--- config.mk ---
export PLATFORM = sky130hd
export DESIGN_NAME = tone_player
export DESIGN_NICKNAME = d
export VERILOG_FILES = /design/src/rtl/tone_player.sv
export SDC_FILE = /design/constraint.sdc
export NUM_CORES = 1
export LEC_CHECK = 0
export BUFFER_PORTS_ARGS = -buffer_cell sky130_fd_sc_hd__buf_4
export CELL_PAD_IN_SITES_DETAIL_PLACEMENT = 1
export CELL_PAD_IN_SITES_GLOBAL_PLACEMENT = 1
export CORE_MARGIN = 4
export CORE_UTILIZATION = 52
export DETAILED_ROUTE_END_ITERATION = 10
export PLACE_DENSITY = 0.92
export SETUP_SLACK_MARGIN = 0.3
export SLEW_MARGIN = 20
export SYNTH_ARGS = -nofsm -noshare
export SYNTH_HDL_FRONTEND = slang
export SYNTH_SLANG_ARGS = --single-unit
export TNS_END_PERCENT = 1
--- constraint.sdc ---
create_clock -name clk -period 4.97 [get_ports clk]
set_clock_uncertainty 0.2 [all_clocks]
set_input_delay 1.2425 -clock clk [delete_from_list [all_inputs] [get_ports clk]]
set_output_delay 1.2425 -clock clk [all_outputs]
set_load 0.02 [all_outputs]
--- src/rtl/tone_player.sv ---
// Square-wave tone player: plays one of three pitches for a fixed duration,
// with retrigger, abort, mute and a one-cycle done pulse on natural completion.
module tone_player #(
  parameter int CLK_HZ = 12000000,
  parameter int DUR_MS = 100,
  parameter int DIV_W  = 16,
  parameter int HALF1  = 13636,
  parameter int HALF2  = 6818,
  parameter int HALF3  = 3409
) (
  input  logic       clk,
  input  logic       rst_n,
  input  logic       start,
  input  logic [1:0] code,
  input  logic       mute,
  output logic       sound,
  output logic       busy,
  output logic       done
);

  localparam int DUR   = DUR_MS * CLK_HZ / 1000;
  localparam int DUR_W = $clog2(DUR);

  typedef enum logic {IDLE, PLAY} state_t;

  state_t           state;
  logic [1:0]       code_q;
  logic [DIV_W-1:0] half_cnt;
  logic [DUR_W-1:0] dur_cnt;
  logic             phase;

  function automatic logic [DIV_W-1:0] half_of(input logic [1:0] c);
    case (c)
      2'd1:    half_of = DIV_W'(HALF1);
      2'd2:    half_of = DIV_W'(HALF2);
      2'd3:    half_of = DIV_W'(HALF3);
      default: half_of = '0;
    endcase
  endfunction

  // A start with a nonzero code always (re)loads the tone, in either state;
  // sound tracks the next phase so the first half-period begins at the start edge.
  always_ff @(posedge clk or negedge rst_n) begin
    if (!rst_n) begin
      state    <= IDLE;
      code_q   <= '0;
      half_cnt <= '0;
      dur_cnt  <= '0;
      phase    <= 1'b0;
      sound    <= 1'b0;
      busy     <= 1'b0;
      done     <= 1'b0;
    end else begin
      done <= 1'b0;
      if (start && code != 2'd0) begin
        state    <= PLAY;
        code_q   <= code;
        half_cnt <= half_of(code);
        dur_cnt  <= DUR_W'(DUR - 1);
        phase    <= 1'b1;
        busy     <= 1'b1;
        sound    <= ~mute;
      end else if (state == PLAY) begin
        if (start) begin
          state    <= IDLE;
          code_q   <= '0;
          half_cnt <= '0;
          dur_cnt  <= '0;
          phase    <= 1'b0;
          busy     <= 1'b0;
          sound    <= 1'b0;
        end else if (dur_cnt == '0) begin
          state    <= IDLE;
          code_q   <= '0;
          half_cnt <= '0;
          phase    <= 1'b0;
          busy     <= 1'b0;
          sound    <= 1'b0;
          done     <= 1'b1;
        end else begin
          dur_cnt <= dur_cnt - 1'b1;
          if (half_cnt == DIV_W'(1)) begin
            half_cnt <= half_of(code_q);
            phase    <= ~phase;
            sound    <= ~phase & ~mute;
          end else begin
            half_cnt <= half_cnt - 1'b1;
            sound    <= phase & ~mute;
          end
        end
      end
    end
  end

endmodule

* Yosys cells after proc, flatten, opt, wreduce, memory -nomap -nowiden *
Index checks and enable logic that the tools add are counted.

cells by class
  $add $sub $neg = 2
  multipliers = 0
  divide/modulo/power cells = 0
  $lt $le $gt $ge = 0
  eq/ne operators = 8
  shift operators = 0
  muxes and demuxes = 37
  bitwise operators = 4
  reductions and logical operators = 9

operator list
  operator               count
  $mux 21                4
  $pmux 14 s3            2
  $mux 16                5
  $mux 1                 22
  $logic_not 21->1       1
  $sub 21x1->21 const B  1
  $eq 16x1->1 const B    1
  $sub 16x1->16 const B  1
  $eq 2x2->1 const B     4
  $mux 2                 4
  $reduce_and 2->1       3
  $eq 2x1->1 const B     2
  $reduce_bool 2->1      2
  $reduce_bool 4->1      1
  $ne 3x3->1 const B     1
  $reduce_bool 3->1      1
  $and 1x1->1            2
  $not 1->1              2
  $logic_and 1x1->1      1

storage, ports and cells
  bits in registers = 44
  latch bits = 0
  memory bits (writable) = 0
  bits in read-only memories = 0
  output and inout port bits = 3
  word-level logic and storage cells = 68
  memories = 0

* Depth between registers and ports, before layout *
  word-level depth = 7
  depth in mapped cells = 9
  gate-level depth less buffers = 7

* Worst setup path before layout *
OpenSTA, ideal clock, no wires.

  path kind = input -> register
  from = in code[0]
  to = reg half_cnt[6]
  setup time = 77 ps
  data arrival time = 2667 ps
  data required time = 4693 ps
  path slack = 2026 ps
  stages on the path = 7
  buffers on the path = 1
  cell sequence = inv_1 ha_1 nor2b_1 clkbuf_1 mux2_2 a311o_1 a21oi_1

on the way
  word-level cells in the longest chain between the ends = 3
  elaborated cells between the ends (all ways) = 8
  classes of those cells = eq/ne: 3; mux: 2; reduce/logical: 3

RTL lines
  element                                                  RTL line  source
  from (decl)                                              14        input logic [1:0] code,
  $eq 2x2->1 (tied with other cells)                       33        case (c)
  $pmux 14 s3 / $logic_and 1x1->1 (equally long branches)  33, 55
  $mux 16 / $reduce_bool 2->1 (equally long branches)      n/a
  to (signal assigned)                                     58        half_cnt <= half_of(code);
  to (signal assigned)                                     83        half_cnt <= half_of(code_q);
  to (signal assigned)                                     87        half_cnt <= half_cnt - 1'b1;
  to (decl)                                                28        logic [DIV_W-1:0] half_cnt;

Parallel ways exist; a longest one is shown, timed or not.
A chain may end at the register's enable or synchronous reset.

* Final worst setup path *
  from = in code[0]
  to = reg dur_cnt[15]

on the way
  word-level cells in the longest chain between the ends = 4
  elaborated cells between the ends (all ways) = 6
  classes of those cells = eq/ne: 1; mux: 1; reduce/logical: 4

RTL lines
  element                                                           RTL line  source
  $reduce_bool 2->1 *                                               55        if (start && code != 2'd0) begin
  $logic_and 1x1->1 *                                               55
  $ne 3x3->1 (no line) / $reduce_bool 2->1 (equally long branches)  n/a
  $reduce_and 2->1 (no line)                                        n/a
  to (signal assigned)                                              59        dur_cnt <= DUR_W'(DUR - 1);
  to (signal assigned)                                              81        dur_cnt <= dur_cnt - 1'b1;
  to (decl)                                                         29        logic [DUR_W-1:0] dur_cnt;

Every way passes the cells marked *; elsewhere a longest branch is shown, timed or not.

==> results.md <==
* Setup WS post-layout at 1.609 ns
* Cell Rows at 26
* Type of the worst min-delay path: register to register
* CTS tree: yes
* DP Cell Count at 384
* Number of port buffers at 8
* Slew Limit Fails at 0
* Worst Path Required at 5.00 ns
* Mapped Area at 2828 um2
* CTS sink count at 44
* Post-synth EDFFs at 0
* Met1 Usage GRT at 0.3580
* Worst path cell trace: buf_4 -> inv_1 -> ha_1 -> nand2b_1 -> nand2_1 -> o21ai_2 -> or4_1 -> a21oi_1
* Final weighted congestion in routability-driven placement at 0.8309
* RSZ-0062 raised after global routing: no
* Grt ovf at 0
* Worst-Skew Late Latency at 0.31 ns
* Core area at 5205 um2
* Worst-Margin Slew at 0.9954 ns
* Mean Syn Cell Area at 8.837 um2
* Final Power at 1092 uW
* P_int at 687.3 uW
* Nets at 341
* Ys async rst share at 1.000
* Drc violations at 0
* Num ports at 9
* Post-route ant nets at 0
* GRT met2 Usage at 0.4305
* Share of cells above drive strength 1 at 0.09006
* Unique masters post-synth at 61
* GRT Max-Usage Layer: met2
* GR Util All Layers at 0.2655
* Final Core Density at 0.5822
* Slowest cell on the critical path: or4_1
* Vias in the first global route at 2638
* CTS Buf Count at 5
* Max_cap viols at 0
* PwrDens at 360.4 nW/um2
* Final WL at 8.174 mm
* Vias post-DR at 2618
* Detail Placement HPWL at 5.483 mm
* CTS Hold Bufs at 0
* Largest cells by area after synthesis: dfrtp_1 39%, ha_1 6.2%, nor2_1 5.0%
* Pre-CTS setup slack at 1.345 ns
* Chip Height at 81.74 um
* Yosys top cell by area: dfrtp_1
* Global-route wire length before repair at 13.55 mm
* Syn Inst Count at 320
* WS Path Type: input port to register
* Initial antenna violation count at 0
* Fin crit period at 3.361 ns
* Final setup TNS at 0 ns
* Grt met3 use at 0.05592
* Crit path max fanout at 15
* Sequential share of the synthesized area at 0.3894
* Max stage delay on crit path at 0.52 ns
* H-tree depth at 2
* Crit. End Element: register
* Post-CTS Setup Bufs at 0
* Status: finished clean
* Root buffer cell: clkbuf_8
* Chip width at 81.74 um
* Final setup viols at 0
* Synthesized Nets at 340
* Switching power at 404.9 uW
* Largest net degree at the start of global routing at 45
* CP delay by family, top: simple AND/OR/NAND/NOR gates
* DR iter-0 viols at 194
* Area grow syn2layout at 7.168%
* Worst path arrival time at 3.39 ns
* Part of the power in registers at 0.440
* Post-synthesis register bit count at 44
* Max-slew headroom at 0.3319
* Top_reg_cell synth: dfrtp_1
* Fin. Hold Viols at 0
* Switching fraction of total power at 0.3707
* Logic pwr share at 0.299
* Clock transition at path regs at 0.09 ns
* # resized after CTS at 0
* Yosys top cell area share at 0.3894
* Max clock buf depth at 2
* CP bufs+invs at 2
* Yosys warnings at 0
* Clock network power share at 0.261
* Antenna diode count at 0
* Drt wl/cell at 20.85 um
* Via/cell ratio at 6.679
* FMAX at 297.5 MHz
* Tcrit/Tclk final at 0.6763
* Die area at 6681 um2
* Crit path launch type: input port
* Initial Util at 0.5433
* Pleak at 0.001256 uW
* Post-Layout Cell Count at 392
* Pre-antenna DRT Iters at 4
* Peak VDD IR at 0.1862 mV
## power by group through the flow
stage	clock, uW	combinational (uW)	sequential [uW]
2_1_floorplan	0	241	468
3_3_place_gp	0	303	481
3_5_place_dp	0	320	486
4_1_cts	288	324	480
5_1_grt	300	366	490
6_report	285	327	481
## cells by family after synthesis
family	Yosys count	synth area share
AO/OA/AOI/OAI	99	0.2443
buffers and inverters	30	0.04248
multiplexers	3	0.01150
adder cells (fa/ha/maj)	14	0.06195
flip-flops	44	0.3894
AND/OR/NAND/NOR	123	0.2288
XOR/XNOR	7	0.02168
## per-layer routing
metal	vias to the layer above	wire length [um]	part of all wire
li1	1198	-	-
met1	1338	3782	0.46
met2	71	3938	0.48
met3	11	331	0.040
met4	0	123	0.015
met5	-	0	0
## synth_stat cells (6+ instances only)
master    number
ha_1          14
or3_1         10
nor2_1        38
nand3_1       12
a21oi_1       16
o21ai_0       25
clkbuf_1      11
or4_1          6
nand2_1       14
o31ai_1        6
dfrtp_1       44
inv_1         13
o211ai_1       7
nor3_1        18
## tightest hold or removal path, cell delays in order, from the launching register on
cell     delay (ns)
dfrtp_1        0.36
a21oi_1        0.06
o31ai_1        0.06
## cell type report
cell class	instances	area, um2
clock buffers	6	72.57
clock inverters	2	35.03
fillers	615	2175
inverters	14	52.55
multi-input cells	246	1607
flip-flops and latches	44	1101
well taps	70	87.58
repair buffers	10	75.07
## registers in the layout, summed over array words and instances, names as in the netlist
name and cells:
dur_cnt 21, half_cnt 16, code_q 2, busy 1, done 1, phase 1
sound 1, state 1
## metrics by stage
| stage | instance area (um2) | hold WS (ns) |
|---|---|---|
| 6_report | 3030 | 0.3171 |
| 5_1_grt | 3030 | 0.3689 |
| 4_1_cts | 3030 | 0.3325 |
| 3_5_place_dp | 2923 | 0.3123 |
| 3_3_place_gp | 2923 | 0.2744 |
| 2_1_floorplan | 2828 | 0.2862 |
## cell usage in the layout (no fill, tap or decap), types with 3 or more instances in the layout
| master | instances |
|---|---|
| a22oi_1 | 4 |
| a31oi_1 | 4 |
| and2_1 | 3 |
| o31ai_1 | 6 |
| dfrtp_1 | 44 |
| a221o_1 | 5 |
| xor2_1 | 3 |
| a21oi_1 | 16 |
| nand3_1 | 12 |
| buf_4 | 10 |
| nand2_1 | 14 |
| nor4_1 | 4 |
| nor2b_1 | 4 |
| clkbuf_8 | 5 |
| o211ai_1 | 7 |
| ha_1 | 14 |
| nor2_1 | 38 |
| xnor2_1 | 4 |
| or3_1 | 10 |
| nor3_1 | 18 |
| o21ai_0 | 25 |
| or4_1 | 6 |
| a2bb2oi_1 | 3 |
| inv_1 | 13 |
## worst paths after layout
path	slack, ns	startpoint	end	cells past startpoint
setup / recovery	1.61	code[0]	dur_cnt[15]	8
max in group asynchronous	3.44	rst_n	dur_cnt[18]	1
hold reg to reg	0.32	sound	sound	2
setup reg to reg	1.77	dur_cnt[3]	half_cnt[2]	5
min in group asynchronous	0.73	rst_n	half_cnt[8]	1
hold / removal	0.32	sound	sound	2
(Power assumes the default switching activity.)
